`config.mk`:
```
export PLATFORM = sky130hd
export DESIGN_NAME = arb_rand_rr_lock
export DESIGN_NICKNAME = d
export VERILOG_FILES = /design/src/rtl/arb_rand_rr_lock.sv
export SDC_FILE = /design/constraint.sdc
export NUM_CORES = 1
export LEC_CHECK = 0
export CORE_ASPECT_RATIO = 0.8
export CORE_MARGIN = 4
export CORE_UTILIZATION = 30
export DETAILED_ROUTE_END_ITERATION = 10
export PLACE_DENSITY = 0.63
export SETUP_SLACK_MARGIN = 0.3
export SLEW_MARGIN = 15
export SYNTH_ARGS = -nofsm -noshare
export SYNTH_HDL_FRONTEND = slang
export SYNTH_SLANG_ARGS = --single-unit
```
`constraint.sdc`:
```
create_clock -name clk -period 2.14 [get_ports clk]
set_input_delay 0.321 -clock clk [delete_from_list [all_inputs] [get_ports clk]]
set_output_delay 0.321 -clock clk [all_outputs]
set_load 0.02 [all_outputs]
```
`src/rtl/arb_rand_rr_lock.sv`:
```
`default_nettype none
// ============================================================================
// Module : arb_rand_rr_lock
// Brief  : N-input arbiter with fixed, round-robin or LFSR-random start index;
//          registered grant held until ack or requester withdrawal.
// Rev    : 1.0
// ============================================================================
module arb_rand_rr_lock #(
  parameter int                 N         = 4,
  parameter int                 PTR_W     = $clog2(N),
  parameter int                 LFSR_W    = 16,
  parameter logic [LFSR_W-1:0]  LFSR_SEED = 16'hACE1
) (
  input  logic              clk,
  input  logic              reset,
  input  logic [N-1:0]      i_req,
  input  logic [1:0]        i_mode,
  input  logic              i_ack,
  input  logic              i_lfsr_load,
  input  logic [LFSR_W-1:0] i_lfsr_seed_in,
  output logic [N-1:0]      o_gnt,
  output logic              o_gnt_valid,
  output logic [PTR_W-1:0]  o_gnt_idx,
  output logic              o_drop
);

  localparam logic [0:0]       c_ST_IDLE    = 1'b0;
  localparam logic [0:0]       c_ST_GRANT   = 1'b1;
  localparam logic [1:0]       c_MODE_FIXED = 2'b00;
  localparam logic [1:0]       c_MODE_RR    = 2'b01;
  localparam logic [PTR_W:0]   c_N          = (PTR_W+1)'(N);
  localparam logic [PTR_W-1:0] c_LAST       = PTR_W'(N-1);
  localparam logic [N-1:0]     c_ONE        = N'(1);

  logic [0:0]        r_state;
  logic [N-1:0]      r_gnt;
  logic [PTR_W-1:0]  r_gnt_idx;
  logic              r_drop;
  logic [PTR_W-1:0]  r_ptr;
  logic [LFSR_W-1:0] r_lfsr;

  logic [PTR_W-1:0]  w_rnd_raw;
  logic [PTR_W-1:0]  w_rnd;
  logic [PTR_W-1:0]  w_rr_next;
  logic [PTR_W-1:0]  w_start;
  logic [PTR_W:0]    w_cand;
  logic [PTR_W-1:0]  w_win;
  logic              w_found;
  logic              w_fb;
  logic              w_ack_now;

  // Low LFSR bits can exceed N-1 when N is not a power of two; one fold suffices.
  assign w_rnd_raw = r_lfsr[PTR_W-1:0];
  assign w_rnd     = ({1'b0, w_rnd_raw} >= c_N) ? (w_rnd_raw - c_N[PTR_W-1:0]) : w_rnd_raw;
  assign w_rr_next = (r_gnt_idx == c_LAST) ? '0 : (r_gnt_idx + PTR_W'(1));
  assign w_ack_now = (r_state == c_ST_GRANT) && i_ack;
  assign w_fb      = r_lfsr[LFSR_W-1] ^ r_lfsr[LFSR_W-3] ^ r_lfsr[LFSR_W-4] ^ r_lfsr[LFSR_W-6];

  always_comb begin
    w_start = '0;
    if (i_mode == c_MODE_FIXED) begin
      w_start = '0;
    end else if (i_mode == c_MODE_RR) begin
      w_start = w_ack_now ? w_rr_next : r_ptr;
    end else begin
      w_start = w_rnd;
    end
  end

  // Circular search starting at w_start; the first requester found wins.
  always_comb begin
    w_found = 1'b0;
    w_win   = '0;
    w_cand  = '0;
    for (int k = 0; k < N; k++) begin
      w_cand = {1'b0, w_start} + (PTR_W+1)'(k);
      if (w_cand >= c_N) begin
        w_cand = w_cand - c_N;
      end
      if (!w_found && i_req[w_cand[PTR_W-1:0]]) begin
        w_found = 1'b1;
        w_win   = w_cand[PTR_W-1:0];
      end
    end
  end

  always_ff @(posedge clk or posedge reset) begin
    if (reset) begin
      r_lfsr <= LFSR_SEED;
    end else if (i_lfsr_load) begin
      r_lfsr <= (i_lfsr_seed_in == '0) ? LFSR_SEED : i_lfsr_seed_in;
    end else begin
      r_lfsr <= {r_lfsr[LFSR_W-2:0], w_fb};
    end
  end

  always_ff @(posedge clk or posedge reset) begin
    if (reset) begin
      r_state   <= c_ST_IDLE;
      r_gnt     <= '0;
      r_gnt_idx <= '0;
      r_drop    <= 1'b0;
      r_ptr     <= '0;
    end else begin
      r_drop <= 1'b0;
      case (r_state)
        c_ST_IDLE: begin
          if (w_found) begin
            r_gnt     <= c_ONE << w_win;
            r_gnt_idx <= w_win;
            r_state   <= c_ST_GRANT;
          end
        end
        c_ST_GRANT: begin
          if (i_ack) begin
            if (i_mode == c_MODE_RR) begin
              r_ptr <= w_rr_next;
            end
            if (w_found) begin
              r_gnt     <= c_ONE << w_win;
              r_gnt_idx <= w_win;
            end else begin
              r_gnt     <= '0;
              r_gnt_idx <= '0;
              r_state   <= c_ST_IDLE;
            end
          end else if (!i_req[r_gnt_idx]) begin
            // Holder withdrew before ack: release without re-arbitrating.
            r_gnt     <= '0;
            r_gnt_idx <= '0;
            r_drop    <= 1'b1;
            r_state   <= c_ST_IDLE;
          end
        end
        default: begin
          r_gnt     <= '0;
          r_gnt_idx <= '0;
          r_state   <= c_ST_IDLE;
        end
      endcase
    end
  end

  assign o_gnt       = r_gnt;
  assign o_gnt_valid = |r_gnt;
  assign o_gnt_idx   = r_gnt_idx;
  assign o_drop      = r_drop;

endmodule
`default_nettype wire

```
[Yosys cells after proc, flatten, opt, wreduce, memory -nomap -nowiden]
Cells that the tools add are included.
Storage, ports and cells
  word-level logic and storage cells: 89
  input bits: 26
  bits in registers: 26
Cells by class
  shifts and indexed selects: 1
  bitwise operators: 4
  reduce and logical (&&, ||, !) cells: 12
  eq/ne operators: 4
  $add $sub $neg: 8
  $lt $le $gt $ge: 9
  mux-type cells: 45
Operators by type and width (count)
  16-bit two-way mux: 2
  2-bit two-way mux: 16
  16-bit zero test: 1
  4-bit two-way mux: 4
  2-bit by 3-bit < comparator with 1-bit output, second input constant: 5
  1-bit two-way mux: 15
  1-bit binary-select mux with 2-bit select: 5
  3-bit >= comparator, second input constant: 3
  4-bit case mux with 2 select lines: 1
  2-bit by 1-bit subtractor with 2-bit output, second input constant: 4
  2-bit by 2-bit adder with 3-bit output, second input constant: 2
  1-bit logical AND: 4
  2-bit case mux with 2 select lines: 1
  4-bit OR reduction: 1
  1-bit by 2-bit << shifter with 4-bit output, first input constant: 1
  2-bit by 1-bit adder with 3-bit output, second input constant: 1
  2-bit by 3-bit >= comparator with 1-bit output, second input constant: 1
  1-bit zero test: 3
  3-bit inequality test, second input constant: 1
  3-bit AND reduction: 1
  1-bit bitwise XOR: 3
  2-bit by 1-bit adder with 2-bit output, second input constant: 1
  2-bit by 1-bit == test with 1-bit output, second input constant: 1
  2-bit == test, second input constant: 1
  5 further kinds: 5

[Depth between registers and ports, before layout]
  word-level depth: 23
  mapped depth: 7
  depth with buffers taken out: 7

[Worst setup path before layout]
OpenSTA, ideal clock, no wires.
  path type: flip-flop to flip-flop
  start: register r_gnt_idx[0], in the netlist o_gnt_idx[0]
  end: register r_gnt[2], in the netlist o_gnt[2]
  library setup time: 122 ps
  path slack: -84 ps
  cell stages (with the launch flop): 8
  arrival: 2103 ps
  path buffers: 0
  path through: dfrtp_1 -> ha_1 -> nand3_1 -> a21oi_2 -> or2_1 -> a221o_1 -> a221o_1 -> a32o_1
Between the ends
  longest elaborated chain between the ends: 23
RTL lines
  start: declaration: line 37  | logic [PTR_W-1:0] r_gnt_idx;
  start signal: assignment: line 110  | r_gnt_idx <= w_win;
  start signal: assignment: line 121  | r_gnt_idx <= w_win;
  2-bit by 1-bit adder with 2-bit output or 2-bit == test (tied branches): line 55  | assign w_rr_next = (r_gnt_idx == c_LAST) ? '0 : (r_gnt_idx + PTR_W'(1));
  2-bit two-way mux *: line 55
  net w_rr_next[1]: line 44  | logic [PTR_W-1:0] w_rr_next;
  2-bit two-way mux *: line 64  | w_start = w_ack_now ? w_rr_next : r_ptr;
  2-bit two-way mux *: line 63  | end else if (i_mode == c_MODE_RR) begin
  2-bit two-way mux *: line 61  | if (i_mode == c_MODE_FIXED) begin
  branches (longest 18 deep; another with 2-bit by 1-bit adder with 3-bit output)
  end signal: assignment: line 109  | r_gnt <= c_ONE << w_win;
  end signal: assignment: line 120  | r_gnt <= c_ONE << w_win;
  end: declaration: line 36  | logic [N-1:0] r_gnt;
Mark *: on every way through the listed nets, which the timed path passes. The select of a mux whose other input is x is not followed.
A chain may end at the register's enable or synchronous reset.

[Worst setup path in the final report]
  start: register r_gnt_idx[1], in the netlist o_gnt_idx[1]
  end: register r_gnt[2], in the netlist o_gnt[2]
Same word-level chain as after synthesis.

==> metrics.csv <==
metric;value;unit
status;complete, no violations;
syn_area_per_cell;11.2;um^2
p_clk_frac;0.182;
vias_per_cell;5.03;
ant_nets;0;
pwr-share-comb;0.385;
fp.dieW;81.9;um
fp.dieArea;5500;um^2
htreeDepth;1;
worst-path-buf-inv;0;
crit_type;register to register;
io_pins;34;
root_buffer;clkbuf_8;
ys_seq_area_frac;0.504;
period_share;0.980;
drt-wirelength-per-cell;14.3;um
drt_first_pass_iters;4;
syn_nets;144;
p_int;0.00101;W
yosysTopAreaCell;dfrtp_1;
synth_simple_gate_area_share;0.164;
core_area;4200;um^2
numPortBuffers;33;
insertion_delay;0.26;ns
critical_path_required;2.30;ns
tightest_slew;0.328;ns
synth_top_family_by_area;compound AO/OA/AOI/OAI gates;
p_switching;0.000463;W
grt_pass1_vias;1160;
grt_pass1_wl;5530;um
critPathMaxStageDelay;0.43;ns
first_iter_violations;109;
cts.sinks;26;
ys.flop_type;dfrtp_1;
synth_area_leaders;dfrtp_1, dfstp_2, o22a_1;
area_growth;46.7;%
worstPathArrival;2.25;ns
rows;21;
synth-seq-cells;26;
grt_usage;0.130;
path_cells;ha_4 -> nand3_4 -> a21oi_4 -> or2_1 -> a221o_1 -> a221o_1 -> a32o_1;
yosysUniqueCellTypes;40;
grt_max_degree;27;
yosys.area_share.adder;0.00954;
critPathTopFamily;compound AO/OA/AOI/OAI gates;
synth_top_area_frac;0.344;
die_h;67.1;um
final_cell_mix;clkdlybuf4s50_1, buf_4, dfrtp_1;
cts_max_path_buffers;2;
drc;0;
fin_skew;0.00230;ns
powerDensity;765;nW/um^2
hold_buffers;0;
ir_worst_vdd;0.315;mV
clk_pin_slew;0.08;ns
synthMuxAreaShare;0.0515;
clock.fmax;0.477;GHz
holdWs;0.394;ns
hold_class;input port to asynchronous set/reset pin;
syn_inst;117;
antenna_found_initial;0;
layout_commonest_cell;clkdlybuf4s50_1;
end_kind;register;
layout-drive-gt1-share;0.282;
cpMostUsedCell;a221o_1;
synthXorXnorAreaFrac;0.0200;
relSlewSlack;0.780;
netlist_area;1310;um^2
diodes;0;
power_frac_seq;0.433;
hold_violations;0;
placement.cell_area;1870;um^2
start_util;0.312;
maxCapViolCount;0;
rsz0062_at_grt;true;
p_sw_frac;0.314;
synth_warnings;0;
synth-compound-area-share;0.222;
globalRoute.totalOverflow;0;
postSynth.asyncResetShare;1.00;
synth_edf_count;0;
place.detailed.hpwl;2670;um
p_leak;0.804;nW
gp_congestion;0.824;
vias;1141;
final-setup-viol-count;0;
cp-start-kind;register;
cp_slowest_cell;dfrtp_2;
worstPathMaxFanout;4;
tns;0;ns
cts_tree;yes;
min_period;2.10;ns
wirelength;3260;um
slew_violations;0;
numCtsBuffers;3;
design_area;1920;um^2
nets;199;
[cells by family (layout without fill, tap and decap cells)]
logic type | Yosys count | count (layout)
AOI/OAI and AO/OA | 34 | 34
xor gates and xnor gates | 3 | 3
adders and majority gates | 1 | 1
buffers and inverters | 10 | 63
DFF | 26 | 26
muxes | 5 | 5
and+or+nand+nor | 38 | 38
[timing repair]
item / 4_1_cts / 5_1_grt
setup buffers: 0 / 0
pin swaps: 1 / 1
setup endpoints to repair: 7 / 7
gates resized for setup: 4 / 4
[layout make-up]
type,instances,area (um^2)
Clock buffer,3,41.3
Inverter,8,30.0
Fill cell,403,2280
Sequential cell,26,663
Multi-Input combinational cell,81,652
Tap cell,57,71.3
Timing Repair Buffer,52,465
[path summary, 6_finish.rpt]
check                      cells after the start                startpoint  slack, ns              endpoint
setup / recovery                               7  o_gnt_idx[1]$_DFFE_PP0P_       0.04  o_gnt[2]$_DFFE_PP0P_
hold / removal                                 3                     reset       0.39      o_drop$_DFF_PP0_
setup reg to reg                               7  o_gnt_idx[1]$_DFFE_PP0P_       0.04  o_gnt[2]$_DFFE_PP0P_
hold reg to reg                                1       r_lfsr[9]$_DFF_PP0_       0.49  r_lfsr[10]$_DFF_PP1_
max in group asynchronous                      3                     reset       1.45   r_lfsr[5]$_DFF_PP1_
min in group clk                               1       r_lfsr[9]$_DFF_PP0_       0.49  r_lfsr[10]$_DFF_PP1_
[synth_stat cells, types with 2 or more instances]
| library cell | instances |
|---|---|
| a21oi_2 | 2 |
| a221o_1 | 3 |
| a32o_1 | 2 |
| clkbuf_1 | 2 |
| dfrtp_1 | 18 |
| dfstp_2 | 8 |
| inv_1 | 8 |
| mux2_2 | 4 |
| nand2_1 | 10 |
| nand2b_1 | 3 |
| nand3_1 | 6 |
| nor2_1 | 4 |
| nor4_1 | 5 |
| o21ai_0 | 7 |
| o22a_1 | 8 |
| or4_1 | 2 |
| xnor2_1 | 2 |
[power by group through the flow]
stage / registers, W / logic [W] / clock network [W]
floorplan: 0.000680 / 0.000251 / 0
global placement: 0.000643 / 0.000550 / 0
detailed placement: 0.000648 / 0.000560 / 0
CTS: 0.000639 / 0.000558 / 0.000275
global route: 0.000649 / 0.000609 / 0.000296
finish: 0.000637 / 0.000567 / 0.000268
[stage by stage]
step / std cells / utilization / worst slack (ns) / total power, W
global route: 227 / 0.457 / 0.00941 / 0.00155
global placement: 224 / 0.444 / -0.247 / 0.00119
CTS: 227 / 0.454 / 0.0568 / 0.00147
detailed placement: 224 / 0.444 / -0.323 / 0.00121
finish: 227 / 0.457 / 0.0436 / 0.00147
floorplan: 117 / - / 0.112 / 0.000932
[routing by layer]
layer / routed length [um] / up-vias / share of wire / GRT usage
li1: - / 548 / - / -
met4: 27 / 0 / 0.0083 / 0.0249
met2: 1580 / 38 / 0.48 / 0.219
met5: 0 / - / 0 / 0
met3: 168 / 2 / 0.052 / 0.0307
met1: 1480 / 553 / 0.46 / 0.170
[registers in the layout, summed over array words and instances, names as in the netlist]
signal / cells
o_drop: 1
r_ptr: 2
r_state: 1
r_lfsr: 16
o_gnt_idx: 2
o_gnt: 4
[worst reg2reg max path: stages, from the launching register on]
cell and delay (ns):
dfrtp_2 0.43, ha_4 0.26, nand3_4 0.09, a21oi_4 0.07
or2_1 0.24, a221o_1 0.29, a221o_1 0.38, a32o_1 0.24
Power figures use the tool's default switching activity.
